File: src/rtl/ps2_cmd_decoder_if.sv
// ps2_cmd_decoder_if: byte stream in, held/pulsed game commands and last scan code out.
interface ps2_cmd_decoder_if #(
    parameter int NUM_CMDS = 4
);
    logic [7:0]          rx_data;
    logic                rx_valid;
    logic [NUM_CMDS-1:0] cmd;
    logic [NUM_CMDS-1:0] cmd_pulse;
    logic [8:0]          last_code;
    logic                last_break;
    modport master (output rx_data, rx_valid, input cmd, cmd_pulse, last_code, last_break);
    modport slave (input rx_data, rx_valid, output cmd, cmd_pulse, last_code, last_break);
endinterface

File: src/rtl/ps2_cmd_decoder.sv
// ps2_cmd_decoder: parses E0/F0 prefixed PS/2 scan codes into one-hot held game commands.
module ps2_cmd_decoder #(
    parameter int                    NUM_CMDS    = 4,
    parameter logic [9*NUM_CMDS-1:0] KEYMAP      = {9'h023, 9'h01C, 9'h01B, 9'h01D},
    parameter int                    HOLD_CYCLES = 1800000,
    parameter int                    CNT_W       = 21,
    parameter int                    MODE        = 0
) (
    input logic clk,
    input logic reset,
    ps2_cmd_decoder_if.slave bus
);
    typedef enum logic [1:0] {IDLE, EXT, BRK, EXT_BRK} state_t;
    state_t              state;
    logic [CNT_W-1:0]    cnt;
    logic                is_e0, is_f0, done, seq_ext, seq_brk, hit;
    logic [8:0]          seq;
    logic [NUM_CMDS-1:0] hot;
    assign is_e0   = bus.rx_data == 8'hE0;
    assign is_f0   = bus.rx_data == 8'hF0;
    assign done    = bus.rx_valid && !is_e0 && !is_f0;
    assign seq_ext = state == EXT || state == EXT_BRK;
    assign seq_brk = state == BRK || state == EXT_BRK;
    assign seq     = {seq_ext, bus.rx_data};
    assign hit     = |hot;
    // scanning downward lets the lowest matching index overwrite higher ones
    always_comb begin
        hot = '0;
        for (int i = NUM_CMDS - 1; i >= 0; i--)
            if (KEYMAP[9*i +: 9] == seq) begin
                hot    = '0;
                hot[i] = 1'b1;
            end
    end
    always_ff @(posedge clk or posedge reset) begin
        if (reset) begin
            state          <= IDLE;
            cnt            <= '0;
            bus.cmd        <= '0;
            bus.cmd_pulse  <= '0;
            bus.last_code  <= '0;
            bus.last_break <= 1'b0;
        end else begin
            bus.cmd_pulse <= '0;
            if (bus.rx_valid)
                state <= is_e0 ? (seq_brk ? EXT_BRK : EXT) : is_f0 ? (seq_ext ? EXT_BRK : BRK) : IDLE;
            if (MODE != 1 && bus.cmd != '0) begin
                if (cnt == CNT_W'(HOLD_CYCLES - 1)) begin
                    bus.cmd <= '0;
                    cnt     <= '0;
                end else
                    cnt <= cnt + 1'b1;
            end
            // a make issued on the timeout edge overrides the clear above
            if (done) begin
                bus.last_code  <= seq;
                bus.last_break <= seq_brk;
                if (hit && !seq_brk) begin
                    bus.cmd       <= hot;
                    bus.cmd_pulse <= hot;
                    cnt           <= '0;
                end else if (hit && MODE != 0 && |(hot & bus.cmd)) begin
                    bus.cmd <= '0;
                    cnt     <= '0;
                end
            end
        end
    end
endmodule

File: src/flat_wrapper.sv
// flat-port wrapper written by rule: the top's interface ports become plain ports
module ps2_cmd_decoder_flat 
#(
    parameter int                    NUM_CMDS    = 4,
    parameter logic [9*NUM_CMDS-1:0] KEYMAP      = {9'h023, 9'h01C, 9'h01B, 9'h01D},
    parameter int                    HOLD_CYCLES = 1800000,
    parameter int                    CNT_W       = 21,
    parameter int                    MODE        = 0
)
  (clk, reset, bus_rx_data, bus_rx_valid, bus_cmd, bus_cmd_pulse, bus_last_code, bus_last_break);
  ps2_cmd_decoder_if #(.NUM_CMDS(NUM_CMDS)) bus_i ();
  input logic clk;
  input logic reset;
  input wire logic [$bits(bus_i.rx_data)-1:0] bus_rx_data;
  input wire logic [$bits(bus_i.rx_valid)-1:0] bus_rx_valid;
  output wire logic [$bits(bus_i.cmd)-1:0] bus_cmd;
  output wire logic [$bits(bus_i.cmd_pulse)-1:0] bus_cmd_pulse;
  output wire logic [$bits(bus_i.last_code)-1:0] bus_last_code;
  output wire logic [$bits(bus_i.last_break)-1:0] bus_last_break;
  assign bus_i.rx_data = bus_rx_data;
  assign bus_i.rx_valid = bus_rx_valid;
  assign bus_cmd = bus_i.cmd;
  assign bus_cmd_pulse = bus_i.cmd_pulse;
  assign bus_last_code = bus_i.last_code;
  assign bus_last_break = bus_i.last_break;
  ps2_cmd_decoder #(.NUM_CMDS(NUM_CMDS), .KEYMAP(KEYMAP), .HOLD_CYCLES(HOLD_CYCLES), .CNT_W(CNT_W), .MODE(MODE)) u_core (.clk(clk), .reset(reset), .bus(bus_i));
endmodule
File: config.mk
export PLATFORM = sky130hd
export DESIGN_NAME = ps2_cmd_decoder_flat
export DESIGN_NICKNAME = d
export VERILOG_FILES = /design/src/rtl/ps2_cmd_decoder_if.sv /design/src/rtl/ps2_cmd_decoder.sv /design/src/flat_wrapper.sv
export SDC_FILE = /design/constraint.sdc
export NUM_CORES = 1
export LEC_CHECK = 0
export ABC_CLOCK_PERIOD_IN_PS = 5800
export CAP_MARGIN = 10
export CELL_PAD_IN_SITES_DETAIL_PLACEMENT = 1
export CELL_PAD_IN_SITES_GLOBAL_PLACEMENT = 1
export CORE_MARGIN = 2
export CORE_UTILIZATION = 45
export CTS_CLUSTER_DIAMETER = 30
export DETAILED_ROUTE_END_ITERATION = 16
export GPL_ROUTABILITY_DRIVEN = 0
export MAX_ROUTING_LAYER = met4
export PLACE_DENSITY_LB_ADDON = 0.15
export SLEW_MARGIN = 20
export SYNTH_ARGS = -nofsm -noshare
export SYNTH_HDL_FRONTEND = slang
export SYNTH_SLANG_ARGS = --single-unit
File: constraint.sdc
create_clock -name clk -period 5.8 [get_ports clk]
set_input_delay 0.87 -clock clk [delete_from_list [all_inputs] [get_ports clk]]
set_output_delay 0.87 -clock clk [all_outputs]
set_load 0.005 [all_outputs]
==> impl_metrics.tcl <==
set metrics [dict create \
    status "complete, no violations" \
    cpMaxStageDelayCell "sky130_fd_sc_hd__clkdlybuf4s50_1" \
    global_router_s_overall_resource_usage_pct 23.0 \
    fin_tns_setup_ps 0 \
    core.rowCount 24 \
    worstPathArrival_ps 3090 \
    final_cycle_share_pct 50.2 \
    power_mw 0.755 \
    synth_seq_area_share_pct 50.7 \
    floorplan.initialDensity_pct 46.5 \
    chipWidth_um 71.1 \
    floorplan_core_area_mm2 0.00435 \
    io_buffers 28 \
    slew_headroom_pct 33.4 \
    die_height_um 71.1 \
    critical-path-max-stage-delay_ps 630 \
    power_density_mw_per_mm2 303 \
    synth_most_common_cell "sky130_fd_sc_hd__dfrtp_1" \
    ranking_of_synthesized_cells_by_instance_count "sky130_fd_sc_hd__dfrtp_1 (41), sky130_fd_sc_hd__nand2_1 (14), sky130_fd_sc_hd__o21ai_0 (13), sky130_fd_sc_hd__inv_1 (10), sky130_fd_sc_hd__nor2_1 (10)" \
    whs_path_depth 2 \
    clk_pin_slew_worst_paths_ps 80 \
    power.leakage_nw 0.953 \
    area_delta_synth_final_pct 23.1 \
    layout_cells_sized_above_1_pct 11.4 \
    cpLargestDelayFamily "buffers and inverters" \
    design.final.nets 239 \
    worstPathCellList "clkdlybuf4s50_1 -> or4b_1 -> or2_2 -> a211oi_2 -> buf_4 -> o22ai_1" \
    peakVddDrop_mv 0.173 \
    finalHoldViolCount 0 \
    grt_setup_unrepaired "false" \
    cts.hold.buffers_added 0 \
    cts_resized 0 \
    worst_r2r_path_depth 6 \
    drv_slew 0 \
    swShare_pct 30.0 \
    cts_setup_buffers 0 \
    cts_made_buffers 5 \
    wirelength_um 5310 \
    sequentialPowerShare_pct 51.1 \
    cts-htree-levels 2 \
    switchingPower_mw 0.226 \
    worstMarginPinSlew_ps 990 \
    design.die.area_mm2 0.00505 \
    total_of_flip_flops_plus_latches_after_synthesis 41 \
    postSynth.asyncResetShare_pct 100 \
    clockBufferDepth 2 \
    antennaDiodeCount 0 \
    worst_r2r_endpoint "u_core.cnt[16]$_DFF_PP0_" \
    vias_in_the_first_global_route 1851 \
    min_delay_worst_endpoint "u_core.bus.last_code[0]$_DFFE_PP0P_" \
    yosys.cell_types.count 38 \
    ioPinCount 29 \
    hold_path.class "reg -> reg" \
    drt_pre_antenna_iters 4 \
    synth-main-ff-cell "sky130_fd_sc_hd__dfrtp_1" \
    first_pass_grt_wire_length_um 8770 \
    grt_max_degree 42 \
    maxCapViolations 0 \
    drc 0 \
    synth.area.top_cells "sky130_fd_sc_hd__dfrtp_1 (51%), sky130_fd_sc_hd__a211oi_1 (3.3%), sky130_fd_sc_hd__o21ai_0 (3.2%)" \
    synth_enable_flop_cells 0 \
    cell_taking_the_most_area_after_synthesis "sky130_fd_sc_hd__dfrtp_1" \
    hold_path.startpoint "u_core.bus.last_code[0]$_DFFE_PP0P_" \
    synthCells 196 \
    post_drt_wl_per_cell_um 19.0 \
    cts_sinks 41 \
    synth.avg_cell_area_um2 10.3 \
    period_needed_ps 2910 \
    clock_tree.root_cell "sky130_fd_sc_hd__clkbuf_8" \
    vias_post_dr 1735 \
    synth_warnings 0 \
    antenna_violating_nets_post_route 0 \
    timing.final.setup_violations 0 \
    netlist_area_mm2 0.00202 \
    max_freq_ghz 0.344 \
    r2r-start "u_core.cnt[0]$_DFF_PP0_" \
    worst-path-buf-inv 2 \
    tritoncts_clock_tree "done" \
    r2r_setup_slk_ps 3460 \
    postSynthNetCount 208 \
    critPathKind "in -> reg" \
    setup_crit_start_kind "primary input" \
    worstSetupEndpointType "flop" \
    p_comb_share_pct 17.7 \
    initial_antenna_violation_count 0 \
    grt_overflow 0 \
    synth_top_area_share_pct 50.7 \
    vias_per_cell 6.20 \
    place_hpwl_um 3690 \
    cp_data_required_time_ps 5980 \
    setup_skew_after_layout_ps 4.45 \
    first_iter_violations 136 \
    clock_power_share_pct 31.2 \
    internal-power_mw 0.528 \
    worstPathMaxFanout 20 \
    worstSkewPairLatency_ps 300 \
]
==> cell type report <==
type | instances | area [um^2]
sequential | 41 | 1030
clock inverter | 2 | 38.8
timing repair buffer | 32 | 310
multi-input combinational | 137 | 941
fill | 486 | 1860
clock buffer | 6 | 72.6
tap | 52 | 65.1
inverter | 10 | 37.5
==> state kept, by name, indices dropped and copies added, names as in the netlist <==
| name | flops |
|---|---|
| u_core.bus.last_break | 1 |
| u_core.state | 2 |
| u_core.bus.cmd | 4 |
| u_core.bus.cmd_pulse | 4 |
| u_core.bus.last_code | 9 |
| u_core.cnt | 21 |
==> cell families after synthesis <==
group / after synthesis / share of synthesized area, %
adders and majority gates: 1 / 0.618
xor gates and xnor gates: 8 / 3.46
buffers and inverters: 18 / 3.71
muxes: 5 / 2.78
and+or+nand+nor: 78 / 23.8
DFF: 41 / 50.7
AOI/OAI and AO/OA: 45 / 14.9
==> power by group through the flow <==
stage               sequential [mW]  clock (mW)  combinational (mW)
global route                  0.393       0.250               0.147
floorplan                     0.377           0              0.0785
CTS                           0.385       0.238               0.135
finish                        0.386       0.236               0.133
detailed placement            0.390           0               0.133
global placement              0.384           0               0.126
==> worst reg2reg max path, delay by kind of cell (launching register included) <==
kind | cells | cell delay [ps]
AOI/OAI and AO/OA | 2 | 380
buffers and inverters | 1 | 160
DFF | 1 | 430
adders and majority gates | 1 | 230
and+or+nand+nor | 2 | 1040
==> metrics by stage <==
step                instances  hold slack (ps)  instance area [um^2]  setup WS [ps]  util [%]
floorplan                 196              470                  2020           3270         -
detailed placement        272              476                  2370           2640      54.4
global placement          272              463                  2370           2720      54.4
finish                    280              489                  2490           2890      57.2
CTS                       280              495                  2480           2960      57.0
global route              280              543                  2490           2850      57.2
==> how the worst max path moves through the flow <==
stage / endpoint / cells past startpoint / from
detailed placement: u_core.bus.cmd[1]$_DFF_PP0_ / 6 / bus_rx_valid
CTS: u_core.bus.cmd[1]$_DFF_PP0_ / 6 / bus_rx_valid
global placement: u_core.bus.cmd[1]$_DFF_PP0_ / 6 / bus_rx_valid
floorplan: u_core.cnt[14]$_DFF_PP0_ / 5 / bus_rx_data[6]
finish: u_core.bus.cmd[1]$_DFF_PP0_ / 6 / bus_rx_valid
global route: u_core.cnt[19]$_DFF_PP0_ / 6 / bus_rx_valid
==> metal layers <==
| metal | part of all wire (%) | GRT usage [%] | vias up |
|---|---|---|---|
| met5 | 0 | - | - |
| met4 | 1.6 | 7.76 | 0 |
| met3 | 3.5 | 5.13 | 8 |
| met2 | 55 | 40.9 | 42 |
| met1 | 40 | 25.3 | 886 |
| li1 | - | - | 799 |
==> cells in the final DEF (no fill, tap or decap), types with 3 or more instances in the layout <==
cell	instances
sky130_fd_sc_hd__dfrtp_1	41
sky130_fd_sc_hd__clkdlybuf4s50_1	28
sky130_fd_sc_hd__nand2_1	14
sky130_fd_sc_hd__o21ai_0	13
sky130_fd_sc_hd__inv_1	10
sky130_fd_sc_hd__nor2_1	10
sky130_fd_sc_hd__nor3_1	9
sky130_fd_sc_hd__a211oi_1	9
sky130_fd_sc_hd__or4_1	8
sky130_fd_sc_hd__o31ai_1	7
sky130_fd_sc_hd__nand4_1	6
sky130_fd_sc_hd__mux2_2	5
sky130_fd_sc_hd__xnor2_1	5
sky130_fd_sc_hd__a21oi_1	5
sky130_fd_sc_hd__clkbuf_8	5
sky130_fd_sc_hd__nand3_1	4
sky130_fd_sc_hd__o22ai_1	4
sky130_fd_sc_hd__buf_4	4
sky130_fd_sc_hd__nor4_1	3
sky130_fd_sc_hd__and4_1	3
sky130_fd_sc_hd__nand3b_1	3
sky130_fd_sc_hd__nor4b_1	3
sky130_fd_sc_hd__or3_1	3
sky130_fd_sc_hd__xor2_1	3
No activity file was read; power rests on OpenSTA's default activity.
